File: src/rtl/perm_pkg.sv
// Shared constants and state encoding for the permutation round scheduler.
package perm_pkg;

  localparam int unsigned LINES_DEF  = 25;
  localparam int unsigned ROUNDS_DEF = 24;

  // Edges from the start-sampling edge to the cycle in which done is high.
  localparam int unsigned LATENCY_DEF = 2 * LINES_DEF + 1 + LINES_DEF * ROUNDS_DEF;

  typedef enum logic [2:0] {
    StIdle  = 3'd0,
    StLoad  = 3'd1,
    StDrain = 3'd2,
    StRound = 3'd3,
    StWrite = 3'd4,
    StDone  = 3'd5
  } perm_state_e;

  function automatic int unsigned perm_latency(input int unsigned lines,
                                               input int unsigned rounds);
    return 2 * lines + 1 + lines * rounds;
  endfunction

endpackage

File: src/rtl/perm_round_scheduler_mod_counter.sv
// Modulo counter with synchronous clear and a wrap flag on the terminal count.
module mod_counter #(
  parameter int unsigned WIDTH   = 5,
  parameter int unsigned MODULUS = 25
) (
  input  logic             clk,
  input  logic             rst,
  input  logic             clr,
  input  logic             en,
  output logic [WIDTH-1:0] count,
  output logic             wrap
);

  localparam logic [WIDTH-1:0] MaxCount = WIDTH'(MODULUS - 1);

  assign wrap = en && (count == MaxCount);

  // Count register: clear wins over enable; wraps to zero after MODULUS-1.
  always_ff @(posedge clk or posedge rst) begin
    if (rst) begin
      count <= '0;
    end else if (clr) begin
      count <= '0;
    end else if (en) begin
      count <= wrap ? '0 : count + WIDTH'(1);
    end
  end

endmodule

File: src/rtl/perm_round_scheduler.sv
// Sequencer: load state lines, run ROUNDS x LINES permutation steps, write
// results back, then pulse done.
module perm_round_scheduler
  import perm_pkg::*;
#(
  parameter int unsigned LINES  = LINES_DEF,
  parameter int unsigned ROUNDS = ROUNDS_DEF,
  parameter int unsigned ADDR_W = 5,
  parameter int unsigned RND_W  = 5
) (
  input  logic              clk,
  input  logic              rst,
  input  logic              start,
  input  logic              abort,
  output logic              rd_en,
  output logic [ADDR_W-1:0] rd_addr,
  output logic              line_load,
  output logic [ADDR_W-1:0] line_idx,
  output logic              perm_en,
  output logic [ADDR_W-1:0] perm_line,
  output logic [RND_W-1:0]  round_idx,
  output logic              wr_en,
  output logic [ADDR_W-1:0] wr_addr,
  output logic              busy,
  output logic              done
);

  perm_state_e state_q, state_d;

  logic [ADDR_W-1:0] line_cnt;
  logic [RND_W-1:0]  round_cnt;
  logic              line_clr, line_en, line_wrap;
  logic              round_clr, round_en, round_wrap;

  mod_counter #(
    .WIDTH   (ADDR_W),
    .MODULUS (LINES)
  ) u_line_cnt (
    .clk   (clk),
    .rst   (rst),
    .clr   (line_clr),
    .en    (line_en),
    .count (line_cnt),
    .wrap  (line_wrap)
  );

  mod_counter #(
    .WIDTH   (RND_W),
    .MODULUS (ROUNDS)
  ) u_round_cnt (
    .clk   (clk),
    .rst   (rst),
    .clr   (round_clr),
    .en    (round_en),
    .count (round_cnt),
    .wrap  (round_wrap)
  );

  // Round counter advances only when the line counter wraps inside ROUND.
  assign round_en = (state_q == StRound) && line_wrap;

  // Counter control: line counter runs in the three streaming phases, round
  // counter only in ROUND; both are held at zero elsewhere and on abort.
  always_comb begin
    line_en   = 1'b0;
    line_clr  = 1'b1;
    round_clr = 1'b1;
    unique case (state_q)
      StLoad, StWrite: begin
        line_en  = 1'b1;
        line_clr = 1'b0;
      end
      StRound: begin
        line_en   = 1'b1;
        line_clr  = 1'b0;
        round_clr = 1'b0;
      end
      default: ;
    endcase
    if (abort) begin
      line_clr  = 1'b1;
      round_clr = 1'b1;
    end
  end

  // Next-state logic; abort overrides everything, unknown encodings recover.
  always_comb begin
    state_d = state_q;
    case (state_q)
      StIdle:  if (start) state_d = StLoad;
      StLoad:  if (line_wrap) state_d = StDrain;
      StDrain: state_d = StRound;
      StRound: if (line_wrap && round_wrap) state_d = StWrite;
      StWrite: if (line_wrap) state_d = StDone;
      StDone:  state_d = StIdle;
      default: state_d = StIdle;
    endcase
    if (abort) state_d = StIdle;
  end

  // State register.
  always_ff @(posedge clk or posedge rst) begin
    if (rst) begin
      state_q <= StIdle;
    end else begin
      state_q <= state_d;
    end
  end

  // Moore output decode; addresses are forced to zero outside their phase.
  always_comb begin
    rd_en     = 1'b0;
    rd_addr   = '0;
    perm_en   = 1'b0;
    perm_line = '0;
    round_idx = '0;
    wr_en     = 1'b0;
    wr_addr   = '0;
    busy      = 1'b0;
    done      = 1'b0;
    case (state_q)
      StLoad: begin
        busy    = 1'b1;
        rd_en   = 1'b1;
        rd_addr = line_cnt;
      end
      StDrain: busy = 1'b1;
      StRound: begin
        busy      = 1'b1;
        perm_en   = 1'b1;
        perm_line = line_cnt;
        round_idx = round_cnt;
      end
      StWrite: begin
        busy    = 1'b1;
        wr_en   = 1'b1;
        wr_addr = line_cnt;
      end
      StDone: begin
        busy = 1'b1;
        done = 1'b1;
      end
      default: ;
    endcase
  end

  // Line-register load follows the read strobe by the memory's one-cycle latency.
  always_ff @(posedge clk or posedge rst) begin
    if (rst) begin
      line_load <= 1'b0;
      line_idx  <= '0;
    end else begin
      line_load <= rd_en;
      line_idx  <= rd_addr;
    end
  end

endmodule

File: config.mk
export PLATFORM = sky130hd
export DESIGN_NAME = perm_round_scheduler
export DESIGN_NICKNAME = d
export VERILOG_FILES = /design/src/rtl/perm_pkg.sv /design/src/rtl/perm_round_scheduler_mod_counter.sv /design/src/rtl/perm_round_scheduler.sv
export SDC_FILE = /design/constraint.sdc
export NUM_CORES = 1
export LEC_CHECK = 0
export CAP_MARGIN = 20
export CELL_PAD_IN_SITES_DETAIL_PLACEMENT = 0
export CELL_PAD_IN_SITES_GLOBAL_PLACEMENT = 1
export CORE_UTILIZATION = 45
export CTS_CLUSTER_SIZE = 30
export DETAILED_ROUTE_END_ITERATION = 8
export DONT_BUFFER_PORTS = 1
export PLACE_DENSITY_LB_ADDON = 0.05
export SLEW_MARGIN = 30
export SYNTH_ARGS = -nofsm -noshare
export SYNTH_HDL_FRONTEND = slang
export SYNTH_HIERARCHICAL = 1
export SYNTH_SLANG_ARGS = --single-unit
File: constraint.sdc
create_clock -name clk -period 3.2 [get_ports clk]
set_input_delay 0.48 -clock clk [delete_from_list [all_inputs] [get_ports clk]]
set_output_delay 0.48 -clock clk [all_outputs]
set_load 0.005 [all_outputs]
# Word level (Yosys, flattened, before mapping)
# Cells that the tools add are included.
dict set report op_classes {
  n_addsub 2
  eq_ne 11
  n_mux 26
  n_reduce_logical 10
}
# cell count
set ops {}
lappend ops {{$mux 5} 10}
lappend ops {{$mux 3} 5}
lappend ops {{$pmux 3 s5} 1}
lappend ops {{$add 5x1->5 const B} 2}
lappend ops {{$eq 5x5->1 const B} 2}
lappend ops {{$mux 1} 10}
lappend ops {{$ne 3x3->1 const B} 3}
lappend ops {{$eq 3x2->1 const B} 2}
lappend ops {{$eq 3x3->1 const B} 2}
lappend ops {{$reduce_or 5->1} 1}
lappend ops {{$logic_and 1x1->1} 4}
lappend ops {{$reduce_and 4->1} 1}
lappend ops {{$reduce_bool 2->1} 2}
lappend ops {{$eq 3x1->1 const B} 1}
lappend ops {{$logic_not 3->1} 1}
lappend ops {{$ne 3x2->1 const B} 1}
lappend ops {{$reduce_or 3->1} 1}
dict set report totals {
  reg_bits 19
  input_bits 4
  wordCells 54
}

# Longest topological paths before layout
# Gate-level depths: netlist of run 1.
dict set report logic_depth {
  ltp_word 10
  depth_mapped 9
  ltp_nobuf 8
}

# Cells and area by module
# Netlist of run 1, hierarchy kept.
# mod instances cells_per_inst area_each_um2
set modules_own_cells {}
lappend modules_own_cells {perm_round_scheduler 1 58 548.0}
lappend modules_own_cells {{mod_counter (u_line_cnt)} 1 33 294.0}
lappend modules_own_cells {{mod_counter (u_round_cnt)} 1 26 290.3}

# Worst setup path before layout of run 1
# Ideal clock, no wire load.
dict set report synth_timing {
  path_type {register -> register}
  from {reg state_q[2]}
  to {reg state_q[0]}
  setup_time_ns 0.118
  arrival_time_ns 2.314
  required_time_ns 3.082
  path_slack_ns 0.768
  path_stages_with_launch 10
  n_path_buf 2
  path_cell_list {dfrtp_1 > buf_2 > nor3b_4 > nand2b_1 > nor3b_1 > and2_1 > buf_6 > and3_2 > o21ai_0 > a21o_1}
}
dict set report synth_via {
  elab_chain_cells 9
}
# item line
set synth_lines {}
lappend synth_lines {{start: declaration} perm_round_scheduler.sv:28} ;# perm_state_e state_q, state_d;
lappend synth_lines {{start signal: assignment} perm_round_scheduler.sv:104} ;# state_q <= StIdle;
lappend synth_lines {{start signal: assignment} perm_round_scheduler.sv:106} ;# state_q <= state_d;
lappend synth_lines {{$eq 3x2->1 (tied with other cells)} perm_round_scheduler.sv:68} ;# unique case (state_q)
lappend synth_lines {{$reduce_or 3->1 (no line) (*)} -}
lappend synth_lines {{$mux 1 (*)} perm_round_scheduler.sv:68}
lappend synth_lines {{net line_en} perm_round_scheduler.sv:32} ;# logic line_clr, line_en, line_wrap;
lappend synth_lines {{$logic_and 1x1->1 (*)} perm_round_scheduler_mod_counter.sv:16} ;# assign wrap = en && (count == MaxCount);
lappend synth_lines {{net line_wrap} perm_round_scheduler.sv:32}
lappend synth_lines {{$logic_and 1x1->1 (*)} perm_round_scheduler.sv:60} ;# assign round_en = (state_q == StRound) && line_wrap;
lappend synth_lines {{net round_en} perm_round_scheduler.sv:33} ;# logic round_clr, round_en, round_wrap;
lappend synth_lines {{$logic_and 1x1->1 (*)} perm_round_scheduler_mod_counter.sv:16}
lappend synth_lines {{net round_wrap} perm_round_scheduler.sv:33}
lappend synth_lines {{$logic_and 1x1->1 (*)} perm_round_scheduler.sv:93} ;# StRound: if (line_wrap && round_wrap) state_d = StWrite;
lappend synth_lines {{$ne 3x2->1 (no line) (*)} -}
lappend synth_lines {{$reduce_and 4->1 (no line) (*)} -}
# The timed path passes the listed nets; every way through them passes the cells marked *.
# A chain may end at the register's enable or synchronous reset.

# Final worst setup path of run 1
dict set report layout_timing {
  from {reg state_q[0]}
  to {reg state_q[1]}
}
# The elaborated chain is that of the path after synthesis.

==> out/qor_table.md, run 1 <==
| Step | Parameter | Reported |
|---|---|---|
| run status | Result of the run | finished, final reports clean |
| logic synthesis | Largest cells by area after synthesis | sky130_fd_sc_hd__dfrtp_1 42%, sky130_fd_sc_hd__and2_1 8.8%, sky130_fd_sc_hd__nand2b_1 4.4%, sky130_fd_sc_hd__mux2i_1 3.5%, sky130_fd_sc_hd__and3_1 3.3% |
| timing | Final critical-path required period | 2.55 ns |
| final layout | Area used by multi-input combinational logic | 596 um2 |
| pwr | Part of the power in the clock network | 29.8% |
| run | Number of maximum-capacitance constraint violations | 0 |
| clock network | TritonCTS Buffers | 3 |
| die | Die outline height | 52.2 um |
| timing | Setup TNS after final layout | 0 ns |
| global routing | Global-route wire length before repair | 3.94 mm |
| timing | Final-report setup violation count | 0 |
| placement | Setup slack after placement | 0.674 ns |
| pwr | Internal power contribution | 0.000299 W |
| final layout | Register area | 475 um2 |
| placement | Post-detail-place hpwl | 1.71 mm |
| timing | Number of max-slew violations in the final report | 0 |
| critical path | RR Endpoint | state_q[1] |
| global routing | Initial antenna violation count | 0 |
| critical path | Reg-to-reg slack, setup | 0.65 ns |
| timing | Final critical-path setup slack | 0.654 ns |
| route | First-pass detailed-route iteration total | 4 |
| logic synthesis | EDFF count, synth | 0 |
| clock network | Post-CTS sizing | 0 |
| logic synthesis | Share of flip-flops with an asynchronous set or reset | 100% |
| clock network | Root buffer selected by CTS | sky130_fd_sc_hd__clkbuf_4 |
| critical path | Critical register-to-register path startpoint | state_q[0] |
| placement | I/O Buffers | 0 |
| worst hold path | Worst min-delay path class | in2async |
| route | Via density | 5.78 |
| placement | Placed Cells | 141 |
| final layout | Area delta synth->final | 3.65% |
| final layout | Number of non-filler instances in the completed layout | 146 |
| route | Post-detailed-route DRC marker count | 0 |
| logic synthesis | Seq/Total Area, Yosys | 42.0% |
| clock network | Clock latency at the later pin of the worst-skew pair | 0.29 ns |
| clock network | Hold Buf Count CTS | 1 |
| placement | Global placement routability congestion | 0.745 |
| clock network | Clock transition at path regs | 0.11 ns |
| global routing | Total routing usage reported by global routing | 20.0% |
| timing | Unrepaired setup endpoints after global routing | no |
| clock network | Count of H-tree levels built during CTS | 1 |
| timing | Number of failing hold endpoints at the final stage | 0 |
| final layout | Share of final-layout standard cells stronger than drive strength 1 | 10.2% |
| die | IO Count | 35 |
| logic synthesis | Mean Syn Cell Area | 9.68 um2 |
| logic synthesis | Distinct cell type count of the synthesized netlist | 39 |
| pwr | Largest vdd supply drop | 0.241 mV |
| clock network | CTS max path bufs | 2 |
| pwr | Share of total power in sequential cells | 63.9% |
| final layout | Nets | 126 |
| critical path | Crit path capture type | flip-flop |
| global routing | Via count of the first global-routing pass | 840 |
| route | Antenna-violating nets left | 0 |
| final layout | Fill cell instance count of the final layout | 231 |
| logic synthesis | Number of warnings reported in the yosys synthesis log | 6 |
| critical path | Startpoint kind of the worst setup timing path | flip-flop |
| critical path | Highest net fanout along the worst path | 13 |
| logic synthesis | Number of nets produced by synthesis | 124 |
| logic synthesis | Gate Count Post-Synth | 117 |
| timing | Slew HR | 70.6% |
| pwr | Switching power as a share of total power | 24.1% |
| route | Detailed-route wire length per cell | 15.8 um |
| global routing | Largest net degree at the start of global routing | 15 |
| die | Initial cell density of the core | 49.3% |
| route | Number of design-rule violations left by the first detailed-router iteration | 9 |
| timing | Maximum clock frequency | 393 MHz |
| critical path | Worst reg-to-reg path cell count | 8 |
| pwr | Relative contribution of combinational cells to total power | 6.3% |
| route | DR vias | 844 |
| critical path | Crit path kind | reg2reg |
| logic synthesis | Summed instance area of the synthesized netlist | 0.00113 mm2 |
| pwr | Switching Power | 0.0000949 W |
| critical path | Arrival time reported for the critical path endpoint | 2.72 ns |
| route | Post-detailed-routing wire length | 2.31 mm |
| logic synthesis | Count of state elements after synthesis | 19 |
| global routing | Sum of overflow across all layers after global routing | 0 |
| timing | Worst Max-Slew Pin Slew | 0.441 ns |
| die | Die area | 0.00272 mm2 |
| logic synthesis | Cell type contributing the most total cell area after synthesis | sky130_fd_sc_hd__dfrtp_1 |
| logic synthesis | Proportion of netlist area held by the largest area contributor | 42.0% |
| timing | Final period util | 79.6% |
| pwr | Leakage power summed over all cells | 0.534 nW |
| die | Rows | 17 |
| final layout | ANT cells | 0 |
| timing | Post-Route Skew | 0.00660 ns |
| pwr | Power per cell area | 336 mW/mm2 |
| clock network | Post-CTS Setup Bufs | 0 |
| clock network | Clock tree from TritonCTS | done |
| logic synthesis | Predominant post-synthesis flop cell | sky130_fd_sc_hd__dfrtp_1 |
| die | Horizontal die dimension | 52.2 um |
| pwr | Post-layout power | 0.000394 W |
| critical path | Worst path required time | 3.38 ns |
| clock network | Sinks on Clock Net | 19 |
| die | Core region area | 0.00230 mm2 |
## cells in the mapped netlist, drive strengths merged (3+ instances only)
| master | n |
|---|---|
| and3 | 7 |
| ha | 3 |
| mux2i | 4 |
| nand2 | 7 |
| dfrtp | 19 |
| nor2 | 7 |
| nand2b | 9 |
| nand3 | 4 |
| and2 | 16 |
| a21oi | 4 |
| buf | 4 |
| inv | 6 |
## how the worst max path moves through the flow
stage / start / slack [ns] / end / cells after the start
after global routing: state_q[2] / 0.43 / state_q[1] / 8
after floorplan: state_q[2] / 0.77 / state_q[0] / 9
final: state_q[0] / 0.65 / state_q[1] / 8
after global placement: state_q[0] / 0.77 / state_q[1] / 8
after CTS: state_q[0] / 0.65 / state_q[1] / 8
after detailed placement: state_q[0] / 0.67 / state_q[1] / 8
## final cells by class
| cell class | count | share of cell area, % |
|---|---|---|
| tap | 28 | 2.99 |
| sequential | 19 | 40.5 |
| clock buffer | 3 | 1.92 |
| clock inverter | 1 | 0.426 |
| multi-input combinational | 87 | 50.7 |
| inverter | 6 | 1.92 |
| timing repair buffer | 2 | 1.49 |
## state kept, by name, summed over array words and instances, names as in the netlist
signal	cells
line_idx	5
line_load	1
u_round_cnt/count	5
state_q	3
u_line_cnt/count	5
## logic make-up (layout without fill, tap and decap cells)
kind of cell | Yosys count | in the layout | share of synthesized area (%)
xor+xnor | 1 | 1 | 0.774
compound gates | 15 | 15 | 9.94
simple gates | 64 | 64 | 35.0
buf+inv | 11 | 12 | 5.41
fa+ha+maj | 3 | 3 | 3.32
mux | 4 | 4 | 3.54
flops | 19 | 19 | 42.0
## per-layer routing
metal	track usage (%)	up-vias	part of all wire, %
li1	-	403	-
met2	33.1	38	47
met3	5.26	2	6.5
met1	25.7	401	46
met4	5.26	0	0.74
met5	0	-	0
## power groups by stage
stage | Clock [W] | Sequential (W) | Combinational [W]
after floorplan | 0 | 0.000252 | 0.0000229
after global placement | 0 | 0.000256 | 0.0000239
after detailed placement | 0 | 0.000257 | 0.0000241
after CTS | 0.000125 | 0.000252 | 0.0000255
after global routing | 0.000138 | 0.000253 | 0.0000295
final | 0.000117 | 0.000252 | 0.0000248
## metrics by stage
| step | util (%) | hold WS [ns] | area (um2) |
|---|---|---|---|
| 6_report | 51.1 | 0.0116 | 1170 |
| 2_1_floorplan | - | 0.259 | 1130 |
| 3_3_place_gp | 49.5 | 0.290 | 1140 |
| 4_1_cts | 51.1 | 0.0157 | 1170 |
| 3_5_place_dp | 49.5 | 0.283 | 1140 |
| 5_1_grt | 51.1 | 0.0127 | 1170 |
## cells in the final DEF (no fill, tap or decap), drive strengths merged, types with 4 or more instances in the layout
cell and count:
inv 6, a21oi 4, nand2 7, and3 7
dfrtp 19, nand3 4, nand2b 9, nor2 7
and2 16, mux2i 4
## critical path, cell delays in order, from the launching register on
cell	delay [ns]
sky130_fd_sc_hd__dfrtp_1	0.54
sky130_fd_sc_hd__nor3b_4	0.40
sky130_fd_sc_hd__nand2b_1	0.30
sky130_fd_sc_hd__nor3b_1	0.22
sky130_fd_sc_hd__buf_4	0.18
sky130_fd_sc_hd__and2_1	0.29
sky130_fd_sc_hd__and3_2	0.26
sky130_fd_sc_hd__and4_1	0.19
sky130_fd_sc_hd__nor4_1	0.05
No activity file was read; power rests on OpenSTA's default activity.
==> run 2, diff against run 1 <==
--- a/config.mk
+++ b/config.mk
@@ -8,7 +8,7 @@
 export CAP_MARGIN = 20
 export CELL_PAD_IN_SITES_DETAIL_PLACEMENT = 0
 export CELL_PAD_IN_SITES_GLOBAL_PLACEMENT = 1
-export CORE_UTILIZATION = 45
+export CORE_UTILIZATION = 41
 export CTS_CLUSTER_SIZE = 30
 export DETAILED_ROUTE_END_ITERATION = 8
 export DONT_BUFFER_PORTS = 1
==> constraint.sdc (replaced) <==
create_clock -name clk -period 2.3 [get_ports clk]
set_input_delay 0.345 -clock clk [delete_from_list [all_inputs] [get_ports clk]]
set_output_delay 0.345 -clock clk [all_outputs]
set_load 0.005 [all_outputs]
==> run 2 against run 1 <==
Final area grew 3.2%; non-clock buffer count rose by 4; sequential share of layout area is 1.3 points lower; setup slack worse by 0.38 ns; count of clock-buffer cells in the layout unchanged; critical path depth is 1 lower; sequential power is 39% higher; hold slack gained 0.090 ns; core utilization is 3.5 points lower; largest cell class unchanged.
==> out/qor_table.md, run 2 (synthesized netlist as in run 1, its figures left out) <==
| Step | Parameter | Reported | Change |
|---|---|---|---|
| pwr | Power per cell area | 455 mW/mm2 | +36% |
| timing | Number of max-slew violations in the final report | 0 | unchanged |
| timing | Unrepaired setup endpoints after global routing | no |  |
| timing | Worst Max-Slew Pin Slew | 0.453 ns | +0.0119 ns |
| final layout | Most used cells in the layout excluding fill and tap cells | 19 x sky130_fd_sc_hd__dfrtp_1, 16 x sky130_fd_sc_hd__and2_1, 8 x sky130_fd_sc_hd__nand2b_1, 7 x sky130_fd_sc_hd__nor2_1 |  |
| die | Initial cell density of the core | 44.5% | -4.8 points |
| clock network | Count of H-tree levels built during CTS | 1 | unchanged |
| critical path | Crit path capture type | flip-flop |  |
| timing | Number of failing hold endpoints at the final stage | 0 | unchanged |
| placement | Global placement routability congestion | 0.747 | +0.26% |
| final layout | ANT cells | 0 | unchanged |
| final layout | Share of final-layout standard cells stronger than drive strength 1 | 13.9% | +3.8 points |
| run status | Result of the run | finished, final reports clean |  |
| timing | Final-report setup violation count | 0 | unchanged |
| final layout | Largest registers ranked by flip-flop count | line_idx (5), u_line_cnt/count (5), u_round_cnt/count (5) |  |
| die | Rows | 18 | +1 |
| global routing | Total routing usage reported by global routing | 16.9% | -3.1 points |
| critical path | Crit path kind | reg2reg |  |
| critical path | Cell breakdown of the critical path | nor3b_4 -> nand2b_1 -> nor3b_2 -> buf_4 -> nand2b_4 -> a2111oi_2 -> a21o_1 |  |
| route | Detailed-route wire length per cell | 14.9 um | -5.4% |
| placement | Setup slack after placement | 0.312 ns | -0.363 ns |
| die | Horizontal die dimension | 54.6 um | +4.6% |
| placement | Post-detail-place hpwl | 1.74 mm | +1.7% |
| global routing | Largest net degree at the start of global routing | 15 | unchanged |
| clock network | Root buffer selected by CTS | sky130_fd_sc_hd__clkbuf_4 |  |
| clock network | Post-CTS sizing | 0 | unchanged |
| clock network | Clock latency at the later pin of the worst-skew pair | 0.29 ns | about the same |
| route | DR vias | 844 | unchanged |
| critical path | Arrival time reported for the critical path endpoint | 2.27 ns | -0.45 ns |
| critical path | CP max-delay cell | sky130_fd_sc_hd__dfrtp_1 |  |
| timing | Setup TNS after final layout | 0 ns | unchanged |
| critical path | Startpoint kind of the worst setup timing path | flip-flop |  |
| clock network | TritonCTS Buffers | 3 | unchanged |
| timing | Post-Route Skew | 0.00449 ns | -0.00211 ns |
| run | Number of maximum-capacitance constraint violations | 0 | unchanged |
| pwr | Largest vdd supply drop | 0.315 mV | +31% |
| pwr | Leakage power summed over all cells | 0.557 nW | +4.2% |
| clock network | Sinks on Clock Net | 19 | unchanged |
| final layout | Nets | 130 | +3.2% |
| critical path | Worst path required time | 2.54 ns | -0.84 ns |
| global routing | Sum of overflow across all layers after global routing | 0 | unchanged |
| die | IO Count | 35 | unchanged |
| route | Via density | 5.55 | -3.9% |
| route | Antenna-violating nets left | 0 | unchanged |
| route | Post-detailed-route DRC marker count | 0 | unchanged |
| route | First-pass detailed-route iteration total | 4 | unchanged |
| global routing | Global-route wire length before repair | 3.46 mm | -12% |
| critical path | Highest net fanout along the worst path | 13 | unchanged |
| critical path | Critical Path Max Stage Delay | 0.53 ns | about the same |
| timing | Slew HR | 69.8% | -0.80 points |
| final layout | Area delta synth->final | 6.96% |  |
| timing | Final critical-path setup slack | 0.275 ns | -0.379 ns |
| global routing | Initial antenna violation count | 0 | unchanged |
| final layout | Most common cell after layout, fill and taps aside | sky130_fd_sc_hd__dfrtp_1 |  |
| route | Number of design-rule violations left by the first detailed-router iteration | 26 | +17 |
| route | Post-detailed-routing wire length | 2.27 mm | -1.5% |
| die | Die outline height | 54.6 um | +4.6% |
| timing | Final critical-path required period | 2.02 ns | -0.521 ns |
| worst hold path | Worst min-delay path class | in2reg |  |
| clock network | Clock transition at path regs | 0.11 ns | about the same |
| critical path | Number of buffers and inverters on the critical path | 1 | unchanged |
| timing | Final period util | 88.0% | +8.5 points |
| final layout | Fill cell instance count of the final layout | 255 | +10% |
| clock network | Clock tree from TritonCTS | done |  |
| die | Core region area | 0.00254 mm2 | +11% |
| placement | I/O Buffers | 0 | unchanged |
| timing | Maximum clock frequency | 494 MHz | +26% |
| global routing | Via count of the first global-routing pass | 742 | -12% |
| die | Die area | 0.00298 mm2 | +9.4% |
| clock network | CTS max path bufs | 2 | unchanged |
| critical path | Top Family by Delay on Critical Path | simple AND/OR/NAND/NOR gates |  |
run 2: cell types whose count changed in the layout (fill, tap and decap cells not counted), sizes merged:
| cell | before | now |
|---|---|---|
| buf | 1 | 5 |
run 2: repair_timing:
item,in CTS,in global routing
buffers inserted,0,0
hold buffers,1,0
endpoints found under the hold margin,19,0
run 2: worst paths after layout:
kind	from	to	slack (ns)	cells after the start
worst max-delay path	state_q[0]	state_q[0]	0.28	7
worst min-delay path	abort	state_q[2]	0.10	1
worst max register to register	state_q[0]	state_q[0]	0.28	7
worst min register to register	u_round_cnt/count[1]	u_round_cnt/count[1]	0.60	2
max in group asynchronous	rst	line_idx[1]	1.57	2
min in group asynchronous	rst	u_line_cnt/count[3]	0.45	2
run 2: power by group:
| group | leakage [nW] | switching [W] | internal (W) |
|---|---|---|---|
| Combinational | 0.276 | 0.0000231 | 0.0000123 |
| Sequential | 0.263 | 0.0000106 | 0.000339 |
| Clock | 0.0177 | 0.000101 | 0.0000647 |
| Total | 0.557 | 0.000135 | 0.000416 |
run 2: through the flow:
step,utilization [%],cells,cell area [um2],power [W],hold WS [ns]
final,47.6,152,1210,0.000551,0.102
after global routing,47.6,152,1210,0.000582,0.0733
after CTS,47.6,152,1210,0.000562,0.0860
after detailed placement,46.1,147,1170,0.000390,0.157
after global placement,46.1,147,1170,0.000390,0.154
after floorplan,-,117,1140,0.000383,0.124
run 2: area by class of cell:
cell class	instances	area (um2)	share of cell area, %
flip-flops and latches	19	475	39.3
well taps	30	37.5	3.10
inverters	6	22.5	1.86
clock inverters	1	5.00	0.413
repair buffers	6	47.5	3.93
clock buffers	3	22.5	1.86
multi-input cells	87	601	49.6
run 2: layer usage:
layer | up-vias | wire length (um) | track usage, % | share of wire (%)
met4 | 0 | 10 | 3.85 | 0.44
met5 | - | 0 | 0 | 0
met2 | 29 | 1010 | 26.4 | 44
met3 | 2 | 123 | 5.00 | 5.4
met1 | 401 | 1130 | 22.9 | 50
li1 | 412 | - | - | -
==> run 3, diff against run 2 <==
--- a/config.mk
+++ b/config.mk
@@ -8,10 +8,9 @@
 export CAP_MARGIN = 20
 export CELL_PAD_IN_SITES_DETAIL_PLACEMENT = 0
 export CELL_PAD_IN_SITES_GLOBAL_PLACEMENT = 1
-export CORE_UTILIZATION = 41
+export CORE_UTILIZATION = 31
 export CTS_CLUSTER_SIZE = 30
 export DETAILED_ROUTE_END_ITERATION = 8
-export DONT_BUFFER_PORTS = 1
 export PLACE_DENSITY_LB_ADDON = 0.05
 export SLEW_MARGIN = 30
 export SYNTH_ARGS = -nofsm -noshare
==> run 3 against run 2 <==
First-iteration DRC count decreased by 15%; clock power increased by 7%; core utilization decreased by 0.37 points; cell count increased by 36%; die area increased by 31%; via count increased by 15%; hold slack improved by 0.24 ns.
==> out/qor_table.md, run 3 (synthesized netlist as in run 1, its figures left out) <==
| Step | Parameter | Reported | Change |
|---|---|---|---|
| run status | Result of the run | finished, final reports clean |  |
| timing | Maximum clock frequency | 452 MHz | -8.5% |
| critical path | Startpoint kind of the worst setup timing path | flip-flop |  |
| clock network | Clock latency at the later pin of the worst-skew pair | 0.30 ns | about the same |
| die | Die outline height | 62.4 um | +14% |
| clock network | CTS max path bufs | 2 | unchanged |
| critical path | Reg-to-reg slack, setup | 0.30 ns | +0.02 ns |
| final layout | ANT cells | 0 | unchanged |
| pwr | Largest vdd supply drop | 0.215 mV | -32% |
| pwr | Power per cell area | 370 mW/mm2 | -19% |
| pwr | Switching Power | 0.000152 W | +13% |
| route | Antenna-violating nets left | 0 | unchanged |
| pwr | Relative contribution of combinational cells to total power | 12.5% | +6.1 points |
| worst hold path | Worst min-delay path class | in2async |  |
| critical path | Timing endpoint of the critical path | wr_addr[0] |  |
| die | IO Count | 35 | unchanged |
| die | Initial cell density of the core | 33.2% | -11 points |
| timing | Final period util | 96.2% | +8.2 points |
| timing | Number of max-slew violations in the final report | 0 | unchanged |
| critical path | Crit path kind | reg2out |  |
| final layout | Most common cell after layout, fill and taps aside | sky130_fd_sc_hd__clkdlybuf4s50_1 |  |
| critical path | Critical Path Max Stage Delay | 0.49 ns | -0.04 ns |
| die | Die area | 0.00390 mm2 | +31% |
| placement | Setup slack after placement | 0.305 ns | -0.00675 ns |
| global routing | Largest net degree at the start of global routing | 15 | unchanged |
| final layout | End-of-flow core utilization | 47.2% | -0.37 points |
| timing | Final critical-path required period | 2.21 ns | +0.188 ns |
| placement | Post-detail-place hpwl | 2.06 mm | +18% |
| placement | Global placement routability congestion | 0.760 | +1.7% |
| critical path | CP max-delay cell | sky130_fd_sc_hd__clkdlybuf4s50_1 |  |
| route | Post-detailed-routing wire length | 2.70 mm | +19% |
| global routing | Global-route wire length before repair | 4.55 mm | +32% |
| pwr | Switching power as a share of total power | 25.5% | +1.0 points |
| critical path | Worst reg-to-reg path cell count | 8 | +1 |
| critical path | Cell breakdown of the critical path | buf_4 -> nor3b_4 -> buf_6 -> and2_1 -> clkdlybuf4s50_1 |  |
| pwr | Leakage power summed over all cells | 0.729 nW | +31% |
| global routing | Via count of the first global-routing pass | 958 | +29% |
| final layout | Most used cells in the layout excluding fill and tap cells | 32 x sky130_fd_sc_hd__clkdlybuf4s50_1, 17 x sky130_fd_sc_hd__dfrtp_1, 16 x sky130_fd_sc_hd__and2_1, 9 x sky130_fd_sc_hd__buf_4, 8 x sky130_fd_sc_hd__nand2b_1 |  |
| route | Detailed-route wire length per cell | 13.1 um | -12% |
| route | Number of design-rule violations left by the first detailed-router iteration | 22 | -15% |
| placement | Placement Cell Area | 0.00156 mm2 | +33% |
| critical path | Highest net fanout along the worst path | 7 | -6 |
| critical path | Top Family by Delay on Critical Path | buffers and inverters |  |
| global routing | Sum of overflow across all layers after global routing | 0 | unchanged |
| global routing | Initial antenna violation count | 0 | unchanged |
| critical path | RR Endpoint | u_line_cnt/count[4] |  |
| critical path | Launching instance or port of the critical path | state_q[0] |  |
| route | DR vias | 972 | +15% |
| placement | I/O Buffers | 34 | +34 |
| pwr | Internal power contribution | 0.000444 W | +6.6% |
| clock network | TritonCTS Buffers | 3 | unchanged |
| timing | Final-report setup violation count | 0 | unchanged |
| final layout | Largest registers ranked by flip-flop count | line_idx (5), u_line_cnt/count (5), u_round_cnt/count (5) |  |
| route | Post-detailed-route DRC marker count | 0 | unchanged |
| critical path | Worst path depth | 5 | -2 |
| timing | Slew HR | 77.1% | +7.2 points |
| pwr | Part of the power in the clock network | 29.8% | -0.3 points |
| critical path | Number of buffers and inverters on the critical path | 3 | +2 |
| timing | Final critical-path setup slack | 0.0878 ns | -0.188 ns |
| final layout | Share of final-layout standard cells stronger than drive strength 1 | 15.6% | +1.7 points |
| final layout | Post-route cell area | 0.00161 mm2 | +33% |
| clock network | Clock tree from TritonCTS | done |  |
| timing | Worst Max-Slew Pin Slew | 0.344 ns | -0.109 ns |
| critical path | Worst path required time | 1.96 ns | -0.58 ns |
| route | First-pass detailed-route iteration total | 4 | unchanged |
| critical path | Arrival time reported for the critical path endpoint | 1.87 ns | -0.40 ns |
| timing | Unrepaired setup endpoints after global routing | no |  |
| clock network | Root buffer selected by CTS | sky130_fd_sc_hd__clkbuf_4 |  |
| die | Core region area | 0.00342 mm2 | +34% |
| die | Rows | 21 | +3 |
| critical path | Crit path capture type | primary output |  |
| critical path | Critical register-to-register path startpoint | state_q[0] |  |
| timing | Post-Route Skew | 0.00220 ns | -0.00228 ns |
| clock network | Clock transition at path regs | 0.12 ns | about the same |
| route | Via density | 4.72 | -15% |
| die | Horizontal die dimension | 62.4 um | +14% |
| global routing | Total routing usage reported by global routing | 15.1% | -1.9 points |
| clock network | Count of H-tree levels built during CTS | 1 | unchanged |
| timing | Number of failing hold endpoints at the final stage | 0 | unchanged |
| clock network | Sinks on Clock Net | 19 | unchanged |
| timing | Final-layout worst hold slack | 0.340 ns | +0.239 ns |
| final layout | Nets | 168 | +29% |
| final layout | Area delta synth->final | 42.4% |  |
| timing | Setup TNS after final layout | 0 ns | unchanged |
| pwr | Share of total power in sequential cells | 57.8% | -5.7 points |
| run | Number of maximum-capacitance constraint violations | 0 | unchanged |
| clock network | Hold Buf Count CTS | 0 | -1 |
## run 3: cell types whose count changed in the layout (fill, tap and decap cells not counted), sizes merged
cell and change:
clkdlybuf4s50 +32, buf +5, dlymetal6s2s +2, clkbuf +1, clkinv -1, dlygate4sd3 -1
## run 3: repair_timing
item                       4_1_cts  5_1_grt
resized for setup                1        6
pin swaps                        0        1
setup endpoints to repair       10       14
setup buffers                    0        2
## run 3: routing by layer
layer | up-vias | GRT usage [%] | wire (um)
met4 | 0 | 6.10 | 20
met1 | 452 | 19.5 | 1280
li1 | 490 | - | -
met5 | - | 0 | 0
met3 | 2 | 2.92 | 145
met2 | 28 | 24.6 | 1250
## run 3: through the flow
stage	power, W	cells
2_1_floorplan	0.000383	117
3_3_place_gp	0.000421	200
3_5_place_dp	0.000422	200
4_1_cts	0.000600	204
5_1_grt	0.000634	206
6_report	0.000596	206
## run 3: worst min-delay path by stage
stage	start	end	slack, ns	depth (start not counted)
final	rst	u_line_cnt/count[0]	0.34	2
after global routing	rst	u_round_cnt/count[1]	0.33	2
after CTS	rst	u_round_cnt/count[0]	0.33	2
after detailed placement	state_q[2]	state_q[1]	0.54	1
after global placement	state_q[2]	state_q[1]	0.52	1
after floorplan	rst	u_line_cnt/count[0]	0.12	1
## run 3: layout make-up
cell class	instances	area, um2
clock buffer	4	26.3
timing repair buffer	44	424
tap	46	57.6
fill	337	1800
multi-input combinational	87	604
inverter	6	22.5
sequential	19	478
## run 3: power by group through the flow
stage / Clock [W] / Sequential [W] / Combinational [W]
final: 0.000177 / 0.000344 / 0.0000743
after global routing: 0.000208 / 0.000345 / 0.0000810
after CTS: 0.000184 / 0.000345 / 0.0000712
after detailed placement: 0 / 0.000351 / 0.0000709
after global placement: 0 / 0.000351 / 0.0000695
after floorplan: 0 / 0.000351 / 0.0000321
